`src/rtl/mme_ctrl.sv`:
```
// Sequencer for a 4x4x4 block matrix-multiply engine: streams A/B tiles through
// the read DMA, pulses the array once per K block, then writes C back.
module mme_ctrl #(
  parameter int ADDR_W = 32,
  parameter int CNT_W  = 8
) (
  input  logic              clk,
  input  logic              rst_n,
  input  logic              start,
  input  logic [CNT_W-1:0]  mat_width,
  input  logic [ADDR_W-1:0] mat_a_addr,
  input  logic [ADDR_W-1:0] mat_b_addr,
  input  logic [ADDR_W-1:0] mat_c_addr,
  output logic              busy,
  output logic              done,
  output logic              rd_req,
  output logic [ADDR_W-1:0] rd_addr,
  input  logic              rd_ack,
  input  logic              rd_done,
  output logic              rd_sel,
  output logic              arr_clr,
  output logic              arr_go,
  input  logic              arr_done,
  output logic              wr_req,
  output logic [ADDR_W-1:0] wr_addr,
  input  logic              wr_ack,
  input  logic              wr_done,
  output logic [3:0]        dbg_state
);

  localparam int BW = CNT_W - 2;

  localparam logic [3:0] S_IDLE   = 4'd0;
  localparam logic [3:0] S_CLR    = 4'd1;
  localparam logic [3:0] S_RD_A   = 4'd2;
  localparam logic [3:0] S_WT_A   = 4'd3;
  localparam logic [3:0] S_RD_B   = 4'd4;
  localparam logic [3:0] S_WT_B   = 4'd5;
  localparam logic [3:0] S_CMP    = 4'd6;
  localparam logic [3:0] S_WT_CMP = 4'd7;
  localparam logic [3:0] S_WR_C   = 4'd8;
  localparam logic [3:0] S_WT_C   = 4'd9;
  localparam logic [3:0] S_FIN    = 4'd10;

  // Handshake: a request output stays high with stable address/select until the
  // cycle its ack is sampled high; the request drops on the following edge.

  logic [3:0]        state;
  logic [3:0]        state_nxt;
  logic [BW-1:0]     nblk;
  logic [BW-1:0]     blk;
  logic [ADDR_W-1:0] a_base;
  logic [ADDR_W-1:0] b_base;
  logic [ADDR_W-1:0] c_base;
  logic              last_blk;
  logic [ADDR_W-1:0] blk_off;
  logic              width_unused;

  // Widths are whole multiples of 4; the low two bits carry no information.
  assign width_unused = ^mat_width[1:0];

  assign last_blk  = (blk == nblk - BW'(1));
  assign blk_off   = ADDR_W'({blk, 6'b000000});
  assign rd_addr   = (rd_sel ? b_base : a_base) + blk_off;
  assign wr_addr   = c_base;
  assign dbg_state = state;

  always_comb begin
    state_nxt = state;
    case (state)
      S_IDLE:   if (start) state_nxt = S_CLR;
      S_CLR:    state_nxt = (nblk != '0) ? S_RD_A : S_WR_C;
      S_RD_A:   if (rd_ack) state_nxt = S_WT_A;
      S_WT_A:   if (rd_done) state_nxt = S_RD_B;
      S_RD_B:   if (rd_ack) state_nxt = S_WT_B;
      S_WT_B:   if (rd_done) state_nxt = S_CMP;
      S_CMP:    state_nxt = S_WT_CMP;
      S_WT_CMP: if (arr_done) state_nxt = last_blk ? S_WR_C : S_RD_A;
      S_WR_C:   if (wr_ack) state_nxt = S_WT_C;
      S_WT_C:   if (wr_done) state_nxt = S_FIN;
      S_FIN:    state_nxt = S_IDLE;
      default:  state_nxt = S_IDLE;
    endcase
  end

  always_ff @(posedge clk) begin
    if (!rst_n) begin
      state   <= S_IDLE;
      nblk    <= '0;
      blk     <= '0;
      a_base  <= '0;
      b_base  <= '0;
      c_base  <= '0;
      busy    <= 1'b0;
      done    <= 1'b0;
      rd_req  <= 1'b0;
      rd_sel  <= 1'b0;
      wr_req  <= 1'b0;
      arr_clr <= 1'b0;
      arr_go  <= 1'b0;
    end else begin
      state <= state_nxt;
      if (state == S_IDLE && start) begin
        a_base <= mat_a_addr;
        b_base <= mat_b_addr;
        c_base <= mat_c_addr;
        nblk   <= mat_width[CNT_W-1:2];
        blk    <= '0;
        done   <= 1'b0;
      end
      if (state == S_WT_CMP && arr_done && !last_blk) blk <= blk + BW'(1);
      if (state_nxt == S_FIN) done <= 1'b1;
      // Outputs decode the next state so they flip together with the state flops.
      busy    <= (state_nxt != S_IDLE);
      rd_req  <= (state_nxt == S_RD_A) || (state_nxt == S_RD_B);
      rd_sel  <= (state_nxt == S_RD_B);
      wr_req  <= (state_nxt == S_WR_C);
      arr_clr <= (state_nxt == S_CLR);
      arr_go  <= (state_nxt == S_CMP);
    end
  end

endmodule

```
`config.mk`:
```
export PLATFORM = sky130hd
export DESIGN_NAME = mme_ctrl
export DESIGN_NICKNAME = d
export VERILOG_FILES = /design/src/rtl/mme_ctrl.sv
export SDC_FILE = /design/constraint.sdc
export NUM_CORES = 1
export LEC_CHECK = 0
export ABC_AREA = 1
export CAP_MARGIN = 30
export CORE_ASPECT_RATIO = 1.1
export CORE_MARGIN = 2
export CORE_UTILIZATION = 50
export CTS_BUF_LIST = sky130_fd_sc_hd__clkbuf_16
export DETAILED_ROUTE_END_ITERATION = 16
export GPL_TIMING_DRIVEN = 0
export PLACE_DENSITY = 0.89
export REMOVE_ABC_BUFFERS = 1
export SYNTH_ARGS = -nofsm -noshare
export SYNTH_HDL_FRONTEND = slang
export SYNTH_SLANG_ARGS = --single-unit
```
`constraint.sdc`:
```
create_clock -name clk -period 8.2 [get_ports clk]
set_input_delay 1.23 -clock clk [delete_from_list [all_inputs] [get_ports clk]]
set_output_delay 1.23 -clock clk [all_outputs]
set_load 0.05 [all_outputs]
```
After elaboration in Yosys (flattened, before gate mapping)
Index checks and enable logic that the tools add are counted.

operators by class
  add/subtract/negate cells = 3
  equality and inequality tests = 16
  muxes and demuxes = 16
  reductions and logical operators = 10

operator list
  operator                                                                number
  4-bit two-way mux                                                       10
  4-bit one-hot mux with 10 select lines                                  1
  32-bit by 12-bit adder with 32-bit output                               1
  32-bit two-way mux                                                      1
  4-bit by 3-bit equality test with 1-bit output (second input constant)  6
  4-bit equality test (second input constant)                             4
  4-bit by 2-bit equality test with 1-bit output (second input constant)  3
  6-bit two-way mux                                                       2
  4-bit by 1-bit equality test with 1-bit output (second input constant)  2
  6-bit by 1-bit adder with 6-bit output (second input constant)          1
  6-bit equality test                                                     1
  6-bit nonzero test                                                      1
  6-bit by 1-bit subtractor with 6-bit output (second input constant)     1
  4-bit logical NOT                                                       1
  2-bit nonzero test                                                      2
  4-bit nonzero test                                                      1
  1-bit logical AND                                                       3
  1-bit two-way mux                                                       2
  1-bit logical NOT                                                       1
  1-bit logical OR                                                        1

word-level totals
  register bits after elaboration = 119
  input port bits = 112
  logic and storage cells = 58

Longest topological paths before layout
Gate-level depths: netlist (run 1).

  depth after elaboration = 7
  mapped depth = 18
  gate-level depth less buffers = 16

Worst setup path after synthesis (run 1)
OpenSTA, ideal clock, no wires.

  kind = register to output
  from = reg rd_sel
  to = out rd_addr[24]
  data arrival time = 3.764 ns
  data required time = 6.970 ns
  path slack = 3.206 ns
  cell stages (with the launch flop) = 19
  path buffers = 4
  cell sequence = dfxtp_1 buf_6 buf_6 buf_2 clkbuf_1 nand2_1 o21ai_0 ha_1 inv_1 fa_1 inv_1 nand3_1 nand2_1 a21oi_1 nor2_4 nand3_4 nor2_4 nand2_1 xnor2_1

on the way
  longest elaborated chain between the ends = 2

ends and longest elaborated chain
  what                                       line  text
  start: declaration                         20    output logic rd_sel,
  start signal: assignment                   116   rd_sel <= (state_nxt == S_RD_B);
  32-bit two-way mux                         64    assign rd_addr = (rd_sel ? b_base : a_base) + blk_off;
  32-bit by 12-bit adder with 32-bit output  64
  end: declaration                           17    output logic [ADDR_W-1:0] rd_addr,

Every way passes these cells.

Worst setup path in the final report (run 1)
  from = reg rd_sel
  to = out rd_addr[28]

Same word-level chain as after synthesis.

==> summary.md, run 1 <==
| Metric | Value |
|---|---|
| Status | `finished clean` |
| Reg clk slew, reported paths | `0.05 ns` |
| Residual DRC count | `0` |
| HP Class | `reg2reg` |
| Setup WS pre-CTS | `3.305 ns` |
| Min Hold Slack | `0.4478 ns` |
| Gpl congestion | `0.8803` |
| Cells after Synth | `814` |
| CTS tree | `done` |
| GRT Util Overall | `27.29%` |
| Die footprint | `12480 µm²` |
| DP HPWL | `11.66 mm` |
| Root Buffer Master | `clkbuf_16` |
| Worst reg-to-reg setup slack | `5.52 ns` |
| Clock Skews | `0.007742 ns` |
| Synth unique cells | `35` |
| Post-route cell area | `8444 µm²` |
| Die W | `106.7 µm` |
| Final-report hold violation count | `0` |
| Peak supply drop | `0.0002020 V` |
| Antenna-violating nets left | `0` |
| XOR/XNOR Fraction of Synth Area | `4.378%` |
| WL/cell | `14.68 µm` |
| Post-synthesis compound-gate area fraction | `17.73%` |
| Max Buffers Root-to-Sink | `2` |
| Finished Layout Cells | `1144` |
| Cts bufs inserted | `17` |
| Diode count | `0` |
| Clock Latency Late Sink | `0.42 ns` |
| PnR worst setup slack | `2.889 ns` |
| Initial antenna violation count | `0` |
| IO buf count | `184` |
| RSZ-0062 raised after global routing | `no` |
| Worst-path maximum fanout | `34` |
| CTS H-Tree Depth | `4` |
| CORE AREA | `11390 µm²` |
| Io pins | `187` |
| Number of DRC markers in iteration 0 | `334` |
| Max-slew violation count | `0` |
| Sink Count | `119` |
| Synth Register Bits | `119` |
| First-pass GRT wire length | `26.54 mm` |
| Sequential Area | `2384 µm²` |
| Footprint of the multi-input gates | `2929 µm²` |
| Worst Setup Start Kind | `flip-flop` |
| Router iterations before antenna repair | `5` |
| Placed Area | `7762 µm²` |
| Worst setup path class | `reg2out` |
| Vias | `5890` |
| Number of global-route vias before repair | `5762` |
| Placed Cells incl. Taps | `1112` |
| Final setup vio count | `0` |
| Hold Path Depth | `2` |
| Sequential area share after synthesis | `41.06%` |
| Worst Path Arrival | `4.08 ns` |
| Syn avg cell area | `7.128 µm²` |
| Hold buffer count at CTS | `0` |
| Leakage | `3.308 nW` |
| Final min period | `5.311 ns` |
| Vias per cell | `5.149` |
| Multiplexer area fraction after synthesis | `0%` |
| Area grow syn2layout | `45.55%` |
| Synth warnings | `0` |
| Largest net degree at the start of global routing | `56` |
| Simple logic cell fraction of the synthesized area | `25.88%` |
| Proportion of layout cells with a drive suffix above 1 | `8.350%` |
| Max_slew headroom | `47.41%` |
| Max cap viols | `0` |
| Worst slew pin tran | `0.7864 ns` |
| Fillers | `876` |
| CP required | `6.97 ns` |
| GR Overflow Total | `0` |
| Final period util | `64.77%` |
| Worst R2R Path Depth | `7` |
| Post-synthesis cell area | `5802 µm²` |
| CP endpoint kind | `output port` |
| Post-CTS setup buffers | `0` |
| Starting Density | `50.94%` |
| Post-CTS Resized | `0` |
| Power per cell area | `284.8 nW/µm²` |
| Post-Route WL | `16.80 mm` |
| Layout net count | `1103` |
| Post-Synth Adder-Cell Area | `2.286%` |
| Row count | `41` |
| Die height | `117.0 µm` |
| Setup_tns | `0 ns` |
| Main combinational cell family by area after synthesis | `simple AND/OR/NAND/NOR gates` |
| Max Freq | `188.3 MHz` |
## cell type report
type                    count  share of cell area [%]
clock buffers              17                   5.038
clock inverters            15                   3.037
inverters                  78                   3.467
multi-input cells         575                   34.69
flip-flops and latches    119                   28.23
well taps                 150                   2.223
repair buffers            190                   23.32
## per-stage QoR
stage          utilization (%)  power [mW]
6_report                 74.15       2.405
5_1_grt                  74.15       2.518
4_1_cts                  74.15       2.417
3_5_place_dp             68.16       1.547
3_3_place_gp             66.92       1.520
2_1_floorplan                -       1.260
## layout by cell type (no fill, tap or decap), types with 2 or more instances in the layout
cell type,count
clkdlybuf4s50_1,184
nand4_1,9
nand2_2,5
nand3_4,2
xnor2_1,9
nand3_1,28
a21oi_1,114
buf_12,5
o21ai_0,56
bufinv_16,7
inv_2,6
nand2_1,235
o21ai_1,5
nor3_1,4
nor2_1,39
ha_1,9
nor2_4,5
xor2_1,20
o21ai_2,10
dfxtp_1,118
clkinv_2,3
nor2_2,6
nor3_2,4
inv_1,72
nor3b_2,2
o21ai_4,2
nand3b_1,2
clkinvlp_4,2
clkbuf_16,17
clkinv_1,2
## flip-flops by register name, summed over array words and instances (netlist names)
| name | cells |
|---|---|
| a_base | 32 |
| arr_clr | 1 |
| arr_go | 1 |
| b_base | 32 |
| blk | 6 |
| busy | 1 |
| dbg_state | 4 |
| done | 1 |
| nblk | 6 |
| rd_req | 1 |
| rd_sel | 1 |
| wr_addr | 32 |
| wr_req | 1 |
## path summary, 6_finish.rpt
kind,from,endpoint
max,rd_sel$_SDFF_PN0_,rd_addr[28]
min,a_base[5]$_SDFFE_PN0P_,a_base[5]$_SDFFE_PN0P_
max reg2reg,dbg_state[3]$_SDFF_PN0_,wr_addr[9]$_SDFFE_PN0P_
min reg2reg,a_base[5]$_SDFFE_PN0P_,a_base[5]$_SDFFE_PN0P_
## where the power goes
| part | leakage [nW] | switching, mW | internal [mW] | total, mW |
|---|---|---|---|---|
| clock network | 0.328 | 0.263 | 0.596 | 0.860 |
| logic | 2.00 | 0.539 | 0.281 | 0.821 |
| registers | 0.979 | 0.0493 | 0.676 | 0.725 |
| total | 3.31 | 0.852 | 1.55 | 2.41 |
## synthesized netlist by cell type, drive strengths merged
cell type	instances	area (µm²)
fa	1	20.02
nor3b	2	25.02
nand3b	2	15.01
clkbuf	20	75.07
ha	9	112.6
nor2	50	240.2
o211ai	1	7.510
inv	78	292.8
or2	3	18.78
nand3	31	172.7
nand2	240	913.4
xor2	20	175.2
a21oi	115	579.3
buf	22	135.1
a21o	1	7.510
nor3	8	60.06
xnor2	9	78.83
dfxtp	119	2382
o21ai	73	425.4
a31o	1	8.760
nand4	9	56.30
## worst max-delay path: stages (launching register included)
cell and delay [ns]:
dfxtp_2 0.79, nand2_1 0.10, o21ai_0 0.11, ha_1 0.24, inv_1 0.07, fa_1 0.41, inv_1 0.08, nand3_1 0.06
nand2_1 0.11, a21oi_1 0.13, nor2_4 0.19, nand2_1 0.13, nor2_2 0.14, nand2_1 0.09, xor2_1 0.17, clkdlybuf4s50_1 0.83
## cells by family after synthesis
| logic type | Yosys count |
|---|---|
| buffers and inverters | 120 |
| and+or+nand+nor | 345 |
| adders and majority gates | 10 |
| DFF | 119 |
| AOI/OAI and AO/OA | 191 |
| xor gates and xnor gates | 29 |
## layer usage
layer  global-route usage (%)  share of wire (%)  vias to the layer above
li1                         -                  -                     2954
met5                        0                  0                        -
met4                    10.48                2.5                        0
met2                    50.62                 52                      197
met3                    10.35                8.0                       37
met1                    27.95                 37                     2702
(Power assumes the default switching activity.)
==> run 2: changes to the inputs <==
--- a/config.mk
+++ b/config.mk
@@ -9,11 +9,11 @@
 export CAP_MARGIN = 30
 export CORE_ASPECT_RATIO = 1.1
 export CORE_MARGIN = 2
-export CORE_UTILIZATION = 50
+export CORE_UTILIZATION = 42
 export CTS_BUF_LIST = sky130_fd_sc_hd__clkbuf_16
 export DETAILED_ROUTE_END_ITERATION = 16
 export GPL_TIMING_DRIVEN = 0
-export PLACE_DENSITY = 0.89
+export PLACE_DENSITY = 0.8
 export REMOVE_ABC_BUFFERS = 1
 export SYNTH_ARGS = -nofsm -noshare
 export SYNTH_HDL_FRONTEND = slang
==> constraint.sdc (replaced) <==
create_clock -name clk -period 4.7 [get_ports clk]
set_input_delay 0.705 -clock clk [delete_from_list [all_inputs] [get_ports clk]]
set_output_delay 0.705 -clock clk [all_outputs]
set_load 0.05 [all_outputs]
==> summary.md, run 2 (synthesized netlist as in run 1, its figures left out) <==
| Metric | Value |
|---|---|
| Status | `finished clean` |
| Number of DRC markers in iteration 0 | `308` |
| Clock Latency Late Sink | `0.40 ns` |
| Worst slew pin tran | `0.7873 ns` |
| Metal3 WL | `1.188 mm` |
| Largest net degree at the start of global routing | `87` |
| CP endpoint kind | `output port` |
| Die height | `127.3 µm` |
| Number of global-route vias before repair | `5535` |
| Final setup vio count | `0` |
| Post-route cell area | `8423 µm²` |
| Cts bufs inserted | `17` |
| DP HPWL | `11.25 mm` |
| GRT Util Overall | `21.76%` |
| Area grow syn2layout | `45.18%` |
| Max Freq | `224.9 MHz` |
| Max_slew headroom | `47.35%` |
| PnR worst setup slack | `0.2543 ns` |
| Setup_tns | `0 ns` |
| Final Core Density | `61.82%` |
| Final-report hold violation count | `0` |
| Starting Density | `42.58%` |
| Setup WS pre-CTS | `0.1674 ns` |
| Vias | `5695` |
| Initial antenna violation count | `0` |
| Placed Cells incl. Taps | `1149` |
| Top sig layer | `met4` |
| Finished Layout Cells | `1179` |
| Post-Route WL | `15.69 mm` |
| Placed Area | `7797 µm²` |
| Clock Skews | `0.009071 ns` |
| Residual DRC count | `0` |
| Metal-1 WL | `6.536 mm` |
| IO buf count | `184` |
| Final period util | `94.59%` |
| Power per cell area | `477.6 nW/µm²` |
| Peak supply drop | `0.0002797 V` |
| Leakage | `3.387 nW` |
| Most frequent cells in the layout | `235 x nand2_1, 175 x clkdlybuf4s50_1, 118 x dfxtp_1` |
| Io pins | `187` |
| Max Buffers Root-to-Sink | `2` |
| Worst-path maximum fanout | `38` |
| Max cap viols | `0` |
| Reg clk slew, reported paths | `0.05 ns` |
| Die footprint | `14770 µm²` |
| Commonest non-fill, non-tap cell in the layout | `nand2_1` |
| RSZ-0062 raised after global routing | `no` |
| Layout net count | `1102` |
| CTS H-Tree Depth | `4` |
| Max-slew violation count | `0` |
| Sequential Area | `2386 µm²` |
| CP required | `3.99 ns` |
| Hold buffer count at CTS | `0` |
| Diode count | `0` |
| Proportion of layout cells with a drive suffix above 1 | `7.972%` |
| HP Class | `reg2reg` |
| CTS tree | `done` |
| First-pass GRT wire length | `25.34 mm` |
| Met2 wire length | `7.877 mm` |
| Gpl congestion | `0.8729` |
| Footprint of the multi-input gates | `2929 µm²` |
| Worst Setup Start Kind | `flip-flop` |
| Antenna-violating nets left | `0` |
| Min Hold Slack | `0.4492 ns` |
| GR Overflow Total | `0` |
| Worst setup path class | `reg2out` |
| Sink Count | `119` |
| WL/cell | `13.31 µm` |
| CORE AREA | `13630 µm²` |
| Vias per cell | `4.830` |
| Row count | `45` |
| Root Buffer Master | `clkbuf_16` |
| Die W | `116.1 µm` |
| PnR Total Power | `4.023 mW` |
| Router iterations before antenna repair | `4` |
| Fillers | `1277` |
| Final min period | `4.446 ns` |
| Worst Path Arrival | `3.74 ns` |
==> run 2: repair_timing <==
action | in CTS | in global routing
gates resized for setup | 4 | 8
endpoints found under the setup margin | 9 | 7
buffers inserted | 0 | 0
gates cloned | 0 | 0
==> run 2: metal layers <==
layer	up-vias	GRT usage [%]
met1	2586	24.07
met3	6	9.061
met5	-	0
met2	154	38.05
li1	2949	-
met4	0	6.232
==> run 2: final timing paths <==
path                                         startpoint                 endpoint  slack [ns]  cells past startpoint
worst max-delay path                  rd_sel$_SDFF_PN0_              rd_addr[29]        0.25                     11
worst min-delay path             a_base[4]$_SDFFE_PN0P_   a_base[4]$_SDFFE_PN0P_        0.45                      2
worst max register to register  dbg_state[3]$_SDFF_PN0_  a_base[20]$_SDFFE_PN0P_        1.80                      7
worst min register to register   a_base[4]$_SDFFE_PN0P_   a_base[4]$_SDFFE_PN0P_        0.45                      2
==> run 2: critical path: stages (launching register included) <==
cell             delay [ns]
dfxtp_4                0.57
buf_12                 0.26
o21ai_0                0.17
ha_1                   0.37
nand2_1                0.09
nand2_1                0.06
a31o_2                 0.26
a21oi_2                0.33
inv_1                  0.08
nand2_1                0.10
xor2_1                 0.19
clkdlybuf4s50_1        0.83
==> run 2: final cells by class <==
type                       instances  area share, %
timing repair buffer             189          23.32
sequential                       119          28.33
clock inverter                    13          2.258
multi-input combinational        575          34.77
tap                              188          2.793
inverter                          78          3.476
clock buffer                      17          5.051
==> run 2: report_power, final <==
part	internal (mW)	switching, mW
sequential	1.18	0.0815
combinational	0.480	0.919
clock	0.923	0.440
